<file path="config.mk">
export PLATFORM = sky130hd
export DESIGN_NAME = lut_layer_sched
export DESIGN_NICKNAME = d
export VERILOG_FILES = /design/src/rtl/lut_sched_pkg.sv /design/src/rtl/lut_table_ram.sv /design/src/rtl/lut_layer_sched.sv
export SDC_FILE = /design/constraint.sdc
export NUM_CORES = 2
export LEC_CHECK = 0
export BUFFER_PORTS_ARGS = -buffer_cell sky130_fd_sc_hd__buf_4
export CAP_MARGIN = 20
export CORE_MARGIN = 3
export CORE_UTILIZATION = 35
export CTS_BUF_LIST = sky130_fd_sc_hd__clkbuf_8 sky130_fd_sc_hd__clkbuf_16
export CTS_CLUSTER_SIZE = 16
export DETAILED_ROUTE_END_ITERATION = 8
export PLACE_DENSITY_LB_ADDON = 0.15
export SLEW_MARGIN = 20
export SYNTH_ARGS = -nofsm -noshare
export SYNTH_HDL_FRONTEND = slang
export SYNTH_SLANG_ARGS = --single-unit
</file>
<file path="constraint.sdc">
create_clock -name clk -period 5.1 [get_ports clk]
set_clock_uncertainty 0.15 [all_clocks]
set_input_delay 0.765 -clock clk [delete_from_list [all_inputs] [get_ports clk]]
set_output_delay 0.765 -clock clk [all_outputs]
set_load 0.01 [all_outputs]
</file>
<file path="src/rtl/lut_sched_pkg.sv">
// rtl/lut_sched_pkg.sv - shared types and default geometry for the LUT layer scheduler
package lut_sched_pkg;

    localparam int NEURONS_DEF = 8;
    localparam int FEATS_DEF   = 16;
    localparam int FEAT_W_DEF  = 2;
    localparam int FANIN_DEF   = 3;
    localparam int OUT_W_DEF   = 2;

    localparam int AW_DEF = FANIN_DEF * FEAT_W_DEF;
    localparam int NW_DEF = $clog2(NEURONS_DEF);
    localparam int IW_DEF = $clog2(FEATS_DEF);

    localparam logic CFG_SEL_TABLE = 1'b0;
    localparam logic CFG_SEL_CONN  = 1'b1;

    typedef enum logic [1:0] {
        S_IDLE  = 2'd0,
        S_RUN   = 2'd1,
        S_DRAIN = 2'd2,
        S_DONE  = 2'd3
    } state_t;

    function automatic int max_int(input int a, input int b);
        return (a > b) ? a : b;
    endfunction

endpackage

</file>
<file path="src/rtl/lut_table_ram.sv">
// rtl/lut_table_ram.sv - single-port synchronous-read truth-table RAM (contents not reset)
module lut_table_ram
    import lut_sched_pkg::*;
#(
    parameter int ADDR_W = NW_DEF + AW_DEF,
    parameter int DATA_W = OUT_W_DEF,
    parameter int DEPTH  = NEURONS_DEF << AW_DEF
) (
    input  logic              clk,
    input  logic              i_we,
    input  logic [ADDR_W-1:0] i_addr,
    input  logic [DATA_W-1:0] i_wdata,
    output logic [DATA_W-1:0] o_rdata
);

    logic [DATA_W-1:0] r_mem [DEPTH];

    always_ff @(posedge clk) begin
        if (i_we) begin
            r_mem[i_addr] <= i_wdata;
        end
        o_rdata <= r_mem[i_addr];
    end

endmodule

</file>
<file path="src/rtl/lut_layer_sched.sv">
// rtl/lut_layer_sched.sv - time-multiplexed LogicNet layer evaluator, one LUT lookup per cycle
// Optional perf counters (perf_samples, perf_stall) under LUT_SCHED_PERF_EN.
module lut_layer_sched
    import lut_sched_pkg::*;
#(
    parameter int NEURONS = NEURONS_DEF,
    parameter int FEATS   = FEATS_DEF,
    parameter int FEAT_W  = FEAT_W_DEF,
    parameter int FANIN   = FANIN_DEF,
    parameter int OUT_W   = OUT_W_DEF,
    localparam int AW  = FANIN * FEAT_W,
    localparam int NW  = (NEURONS > 1) ? $clog2(NEURONS) : 1,
    localparam int IW  = (FEATS > 1) ? $clog2(FEATS) : 1,
    localparam int SW  = (FANIN > 1) ? $clog2(FANIN) : 1,
    localparam int CAW = NW + AW,
    localparam int CDW = max_int(OUT_W, IW)
) (
    input  logic                      clk,
    input  logic                      rst_n,
    input  logic                      in_valid,
    output logic                      in_ready,
    input  logic [FEATS*FEAT_W-1:0]   in_data,
    output logic                      out_valid,
    input  logic                      out_ready,
    output logic [NEURONS*OUT_W-1:0]  out_data,
    input  logic                      cfg_valid,
    output logic                      cfg_ready,
    input  logic                      cfg_sel,
    input  logic [CAW-1:0]            cfg_addr,
    input  logic [CDW-1:0]            cfg_data
`ifdef LUT_SCHED_PERF_EN
    ,
    output logic [31:0]               perf_samples,
    output logic [31:0]               perf_stall
`endif
);

    state_t                     r_state;
    state_t                     w_state_nxt;
    logic [NW-1:0]              r_cnt;
    logic [FEATS*FEAT_W-1:0]    r_sample;
    logic [IW-1:0]              r_conn [NEURONS][FANIN];
    logic                       r_rd_vld;
    logic [NW-1:0]              r_rd_slot;
    logic                       r_last_cap;
    logic [NEURONS*OUT_W-1:0]   r_out_data;

    logic                       w_in_fire;
    logic                       w_cfg_fire;
    logic                       w_tbl_wr;
    logic                       w_conn_wr;
    logic [SW-1:0]              w_conn_slot;
    logic [NW-1:0]              w_conn_nrn;
    logic [AW-1:0]              w_gather;
    logic [CAW-1:0]             w_ram_addr;
    logic [OUT_W-1:0]           w_ram_rdata;

    // Held low through reset so neither master sees a handshake while rst_n is asserted.
    assign cfg_ready  = rst_n && (r_state == S_IDLE);
    assign in_ready   = cfg_ready && !cfg_valid;
    assign w_in_fire  = in_valid && in_ready;
    assign w_cfg_fire = cfg_valid && cfg_ready;
    assign w_tbl_wr   = w_cfg_fire && (cfg_sel == CFG_SEL_TABLE);
    assign w_conn_wr  = w_cfg_fire && (cfg_sel == CFG_SEL_CONN);
    assign w_conn_slot = cfg_addr[SW-1:0];
    assign w_conn_nrn  = cfg_addr[SW +: NW];

    assign out_valid = (r_state == S_DONE);
    assign out_data  = r_out_data;

    always_comb begin
        w_state_nxt = r_state;
        case (r_state)
            S_IDLE:  if (w_in_fire)                     w_state_nxt = S_RUN;
            S_RUN:   if (r_cnt == NW'(NEURONS - 1))     w_state_nxt = S_DRAIN;
            S_DRAIN: if (r_last_cap)                    w_state_nxt = S_DONE;
            S_DONE:  if (out_ready)                     w_state_nxt = S_IDLE;
            default:                                    w_state_nxt = S_IDLE;
        endcase
    end

    // Index compare instead of a variable part-select keeps unmatched indices (>= FEATS) at zero.
    always_comb begin
        w_gather = '0;
        for (int j = 0; j < FANIN; j++) begin
            for (int f = 0; f < FEATS; f++) begin
                if (r_conn[r_cnt][j] == IW'(f)) begin
                    w_gather[j*FEAT_W +: FEAT_W] = r_sample[f*FEAT_W +: FEAT_W];
                end
            end
        end
    end

    assign w_ram_addr = w_tbl_wr ? cfg_addr : {r_cnt, w_gather};

    lut_table_ram #(
        .ADDR_W (CAW),
        .DATA_W (OUT_W),
        .DEPTH  (NEURONS << AW)
    ) u_ram (
        .clk     (clk),
        .i_we    (w_tbl_wr),
        .i_addr  (w_ram_addr),
        .i_wdata (cfg_data[OUT_W-1:0]),
        .o_rdata (w_ram_rdata)
    );

    always_ff @(posedge clk or negedge rst_n) begin
        if (!rst_n) begin
            r_state  <= S_IDLE;
            r_cnt    <= '0;
            r_sample <= '0;
        end else begin
            r_state <= w_state_nxt;
            if (w_in_fire) begin
                r_sample <= in_data;
                r_cnt    <= '0;
            end else if (r_state == S_RUN && r_cnt != NW'(NEURONS - 1)) begin
                r_cnt <= r_cnt + 1'b1;
            end
        end
    end

    // Read-data pipeline: the slot tag follows the issue by one cycle to match RAM latency.
    always_ff @(posedge clk or negedge rst_n) begin
        if (!rst_n) begin
            r_rd_vld   <= 1'b0;
            r_rd_slot  <= '0;
            r_last_cap <= 1'b0;
            r_out_data <= '0;
        end else begin
            r_rd_vld   <= (r_state == S_RUN);
            r_rd_slot  <= r_cnt;
            r_last_cap <= r_rd_vld && (r_rd_slot == NW'(NEURONS - 1));
            if (r_rd_vld) begin
                for (int n = 0; n < NEURONS; n++) begin
                    if (r_rd_slot == NW'(n)) begin
                        r_out_data[n*OUT_W +: OUT_W] <= w_ram_rdata;
                    end
                end
            end
        end
    end

    always_ff @(posedge clk or negedge rst_n) begin
        if (!rst_n) begin
            for (int n = 0; n < NEURONS; n++) begin
                for (int j = 0; j < FANIN; j++) begin
                    r_conn[n][j] <= '0;
                end
            end
        end else begin
            for (int n = 0; n < NEURONS; n++) begin
                for (int j = 0; j < FANIN; j++) begin
                    if (w_conn_wr && w_conn_nrn == NW'(n) && w_conn_slot == SW'(j)) begin
                        r_conn[n][j] <= cfg_data[IW-1:0];
                    end
                end
            end
        end
    end

`ifdef LUT_SCHED_PERF_EN
    logic [31:0] r_perf_samples;
    logic [31:0] r_perf_stall;

    always_ff @(posedge clk or negedge rst_n) begin
        if (!rst_n) begin
            r_perf_samples <= '0;
            r_perf_stall   <= '0;
        end else begin
            if (r_state == S_DONE && out_ready) begin
                r_perf_samples <= r_perf_samples + 32'd1;
            end
            if (r_state == S_DONE && !out_ready) begin
                r_perf_stall <= r_perf_stall + 32'd1;
            end
        end
    end

    assign perf_samples = r_perf_samples;
    assign perf_stall   = r_perf_stall;
`endif

endmodule

</file>
After elaboration in Yosys (flattened, before gate mapping). Memory sizes are Yosys's and may differ from the RTL's. A register that Yosys moved wholly into a read port is not among the register bits. Index checks and enable logic that the tools add are counted.

Register bits after elaboration: 154. Bits in writable memories: 1024. Input bits: 51. Output and inout port bits: 19. Word-level logic and storage cells: 232. Memories kept: 1.

$add $sub $neg: 1. Magnitude comparators: 1. Equality and inequality tests: 70. Multiplexer cells: 61. Bitwise gates (word level): 2. Reduce and logical (&&, ||, !) cells: 58.

Memories: u_ram.r_mem (words 512, width 2, read ports 1, clocked after memory_dff 1, write ports 1, RTL line lut_table_ram.sv:16) `logic [DATA_W-1:0] r_mem [DEPTH];`.

Operators with widths (count): 2-to-1 mux 2 bit (52); == test 4 bit (second input constant) (24); == test 4 x 3 -> 1 bit (second input constant) (12); logical AND 1 bit (40); binary-select mux 12 bit (select 3 bit) (1); == test 3 bit (second input constant) (9); == test 4 x 2 -> 1 bit (second input constant) (6); 2-to-1 mux 12 bit (2); AND reduction 2 bit (8); == test 3 x 2 -> 1 bit (second input constant) (4); == test 4 x 1 -> 1 bit (second input constant) (3); logical NOT 4 bit (3); 2-to-1 mux 9 bit (1); case mux 2 bit (4 select lines) (1); == test 2 bit (second input constant) (3); == test 3 x 1 -> 1 bit (second input constant) (2); logical NOT 3 bit (2); 2-to-1 mux 3 bit (2); inequality test 2 bit (second input constant) (3); == test 2 x 1 -> 1 bit (second input constant) (2); greater-or-equal comparator 4 bit (second input constant) (1); logical NOT 2 bit (2); NOT 3 -> 4 bit (1); AND reduction 4 bit (1); other kinds (7) (8).

Logic depth before layout (Yosys ltp).
Word-level depth: 22. Depth in mapped cells: 26. Mapped depth without buffers: 16.

By module. From an unflattened synthesis, not the netlist that was laid out.

Cell total of the unflattened synthesis: 3161. Area, all modules: 50360.8 sq um.

Modules (own cells, without submodules): lut_table_ram (instances 1, cells an instance 2446, area each 42144.2 sq um, sequential area each 30789.5 sq um); lut_layer_sched (instances 1, cells an instance 715, area each 8216.6 sq um, sequential area each 3853.7 sq um).

Worst setup path after synthesis. No wires, ideal clock.

Kind: reg-to-reg. Start: register r_cnt[0]. End: register u_ram.o_rdata[1], read port of u_ram.r_mem. Library setup time: 0.134 ns. Data arrival time: 4.482 ns. Data required time: 4.816 ns. Setup slack: 0.334 ns. Stages on the path, launching flop included: 19. Buffers on the path: 4. Clock period less this slack: 4.766 ns. Cell sequence: dfrtp_1 -> buf_6 -> buf_8 -> mux4_2 -> mux2_2 -> or3_1 -> nand4_1 -> o211ai_2 -> a22o_1 -> buf_6 -> nor2_8 -> buf_2 -> mux2i_1 -> mux2i_1 -> a32oi_1 -> a21oi_1 -> a211o_1 -> or4b_1 -> or4_1.

Cells in the longest elaborated chain, start to end: 22. Elaborated cells on any way between the ends: 101. Classes of those cells: eq/ne (45); mux (52); bitwise (1); reduce/logical (3).

RTL lines: from (decl) (RTL line lut_layer_sched.sv:40) `logic [NW-1:0] r_cnt;`; from (signal assigned) (RTL line lut_layer_sched.sv:119) `r_cnt <= r_cnt + 1'b1;`; NOT 3 -> 4 bit (implied by the code) (RTL line lut_layer_sched.sv:87) `if (r_conn[r_cnt][j] == IW'(f)) begin`; binary-select mux 12 bit (select 3 bit) (RTL line lut_layer_sched.sv:87); 2-to-1 mux 12 bit (implied by the code) (2 in series) (RTL line lut_layer_sched.sv:87); logical NOT 4 bit (RTL line lut_layer_sched.sv:87); 2-to-1 mux 2 bit (16 in series) (RTL line lut_layer_sched.sv:87); 2-to-1 mux 9 bit * (RTL line lut_layer_sched.sv:94) `assign w_ram_addr = w_tbl_wr ? cfg_addr : {r_cnt, w_gather};`; to (decl) (RTL line lut_table_ram.sv:13) `output logic [DATA_W-1:0] o_rdata`.

Mark *: on every way between the ends. The rest lies on a longest branch, timed or not. The select of a mux whose other input is x is not followed. A chain may end at the register's enable or synchronous reset.

Final worst setup path. Same ends and word-level chain as after synthesis.

==> key figures <==
Final layout
  – Nets@finish: 4806
  – Area delta synth->final: 22.53%
  – Ant diodes: 0
  – Commonest non-fill, non-tap cell in the layout: edfxtp_1
  – Commonest non-fill, non-tap cells in the layout: 1024 x edfxtp_1, 755 x nand2_1, 561 x nor2_1, 478 x buf_4, 284 x nand3_1
  – Fin cells: 6793
  – Final Util: 0.4327
  – Layout cell share with drive strength beyond 1: 0.2260
  – Post-route cell area: ~0.064 mm2

Timing
  – Hold Fails Final Rpt: 0
  – Hold WS: between 40 and 50 ps
  – Crit path time final: 5167 ps
  – RSZ-0062 raised after global routing: yes
  – Tcrit/Tclk final: 1.013
  – Final worst-path setup slack: -67.00 ps
  – FMAX: 193.5 MHz
  – Worst Tran Pin Value: 1001 ps
  – Setup-failing EPs final: 2
  – Max transition margin: 0.3328
  – Final slew viol count: 0

Placement
  – Placed Instances: approximately 6400
  – Buffers on Ports: 69
  – Post-DP HPWL: 111.5 mm
  – GPL Wtd Cong: 0.8810
  – DP Area: 0.05808 mm2

Floorplanning
  – Chip Height: 392.7 um
  – Die Width: about 390 um
  – Initial Utilization: 0.3531
  – DIE AREA: 0.1542 mm2
  – Core Box Area: 0.1482 mm2
  – Cell Rows: between 100 and 150
  – I/O pin count: 70

Synthesis
  – Largest family of logic cells by synthesized area: simple AND/OR/NAND/NOR gates
  – Unique masters post-synth: 93
  – Ys Warns: 0
  – Synth Flop Type: edfxtp_1
  – Share of Yosys cell area claimed by the top area cell type: 0.5876
  – Synth Register Bits: 1180
  – Post-synthesis compound-gate area fraction: 0.07063
  – Post-synthesis xor/xnor area fraction: 0.0001674
  – Syn nets: 4386
  – Post-synth EDFFs: 1024
  – Synthesized area: 0.05233 mm2
  – Syn_area_per_cell: 12.09 um2
  – Post-Synth Adder-Cell Area: 0.001674
  – Simple-Gate Fraction of Synth Area: 0.1535
  – Synth async-reset ratio: 0.1305
  – Largest area contributor in the netlist: edfxtp_1
  – Share of the yosys chip area belonging to registers: 0.6620
  – Mux contribution to synthesized area: 0.07946
  – Syn Inst Count: 4328
  – Synth top area cells: edfxtp_1 59%, dfrtp_1 7.4%, nand2_1 5.5%, nor2_1 4.1%, mux2i_1 4.0%

Worst setup path
  – CP bufs+invs: 8
  – Largest fanout on the critical path: 8
  – Worst path cell trace: buf_4 -> buf_12 -> mux4_2 -> or2_4 -> buf_12 -> nand2_1 -> nand2_1 -> o221a_1 -> o2bb2ai_2 -> buf_4 -> nor2_4 -> buf_12 -> buf_16 -> buf_4 -> nor2_2 -> buf_6 -> a32oi_1 -> nand4_1 -> o21ai_2 -> nor4_2 -> nand4_1 -> or4_1
  – Crit start category: flip-flop
  – Delay-heaviest family, CP: simple AND/OR/NAND/NOR gates
  – Crit-path max cell delay: 580 ps
  – Required time worst endpoint: 5600 ps
  – Kind of critical path: flip-flop to flip-flop
  – Critical path's slowest cell: mux4_2
  – CP Capture Type: flip-flop
  – CP arrival: between 5000 and 6000 ps

Route
  – Vias: 37300
  – Drc violations: 0
  – ANT nets after route: 0
  – First DRT Iteration DRCs: 3538
  – WL per Instance: 25.95 um
  – TritonRoute pass-1 iters: 6
  – Vias per inst: ~5.5
  – Routed wire length: 176.3 mm

Global route
  – Total grt overflow: 0
  – Initial antenna violation count: 6
  – Total GRT Usage: 0.2270
  – Vias in the first global route: 37110
  – Pin count of the biggest net entering global routing: 122
  – First-pass GRT wire length: 257.0 mm

CTS
  – CTS tree: yes
  – Clk_lat worst skew: approximately 780 ps
  – H-Tree Depth: 4
  – Clock-pin slew on the worst setup and hold paths: 60 ps
  – Sink Count: around 1200
  – Root Driver: clkbuf_16
  – Max Root-Sink Buffers: 3
  – Number of buffers created by CTS: 140

Flow run
  – Max-cap violation count: 0

Status
  – Status: complete, but fails checks
  – Failing checks: setup timing

Min path
  – HP Class: input port to flip-flop
[timing repair]
action | in CTS | in global routing
buffers inserted | 62 | 7
endpoints found under the setup margin | 252 | 8
pin swaps | 41 | 23
gates resized for setup | 115 | 44
hold buffers | 20 | 0
cloned | 7 | 0
hold endpoints to repair | 29 | 0
[area by class of cell]
| cell class | instances | area (um2) |
|---|---|---|
| Multi-Input combinational cell | 2793 | 16640 |
| Timing Repair Buffer | 618 | 6056 |
| Tap cell | 1930 | 2415 |
| Clock inverter | 113 | 725.7 |
| Inverter | 15 | 56.30 |
| Sequential cell | 1180 | 34650 |
| Clock buffer | 144 | 3581 |
| Fill cell | 13900 | 84070 |
[registers in the layout (all words and copies together) (netlist names)]
signal         flops
u_ram.o_rdata      2
r_last_cap         1
r_conn            96
r_state            2
out_data          16
r_rd_vld           1
u_ram.r_mem     1024
r_rd_slot          3
r_sample          32
r_cnt              3
[cell usage after synthesis, drive strengths merged, types with 14 or more instances]
cell	n
o211ai	14
a32oi	27
mux2	136
mux2i	209
inv	14
buf	178
a31oi	33
and3	42
a221oi	50
o22ai	26
or2	36
o21ai	90
nand2	770
nor4	19
a311oi	15
edfxtp	1024
nand3	295
nand2b	15
nand4	20
clkbuf	162
a22oi	17
mux4	23
a21oi	166
nor2	574
dfrtp	154
nor3	32
[worst reg2reg max path, stage by stage, from the launching register on]
cell and delay, ps:
dfrtp_2 480, buf_4 160, buf_12 130, mux4_2 590, or2_4 290, buf_12 140, nand2_1 150, nand2_1 80
o221a_1 230, o2bb2ai_2 200, buf_4 170, nor2_4 50, buf_12 140, buf_16 150, buf_4 190, nor2_2 160
buf_6 170, a32oi_1 130, nand4_1 200, o21ai_2 110, nor4_2 310, nand4_1 150, or4_1 530
[final timing paths]
| path | endpoint | slack [ps] | from | depth (start not counted) |
|---|---|---|---|---|
| max | u_ram.o_rdata[1] | -70 | r_cnt[0] | 22 |
| min | r_sample[13] | 50 | in_data[13] | 3 |
| max reg2reg | u_ram.o_rdata[1] | -70 | r_cnt[0] | 22 |
| min reg2reg | out_data[15] | 340 | out_data[15] | 2 |
| max in group asynchronous | r_cnt[2] | 3150 | rst_n | 4 |
| min in group asynchronous | r_conn[75] | 360 | rst_n | 3 |
[through the flow]
| step | setup WS, ps | setup TNS, ps |
|---|---|---|
| after CTS | -22.94 | -22.94 |
| after detailed placement | -568.3 | -47940 |
| final | -67.00 | -119.0 |
| after global placement | -571.0 | -42730 |
| after floorplan | 333.7 | 0 |
| after global routing | -196.2 | -356.5 |
[cell families (layout without fill, tap and decap cells)]
group | count (synthesis) | after routing
AO/OA/AOI/OAI | 548 | 548
XOR/XNOR | 1 | 1
adder cells (fa/ha/maj) | 7 | 7
buffers and inverters | 355 | 890
flip-flops | 1180 | 1180
multiplexers | 368 | 368
AND/OR/NAND/NOR | 1869 | 1869
[layer usage]
layer,global-route usage,part of all wire,vias to the layer above
met2,0.3573,0.46,1334
met1,0.3237,0.45,18990
met3,0.03669,0.066,249
met5,0,0.000074,-
met4,0.06569,0.027,2
li1,-,-,16720
Power is not shown: default switching activity piles up to over one toggle a cycle in this logic, so the estimate is an artifact.
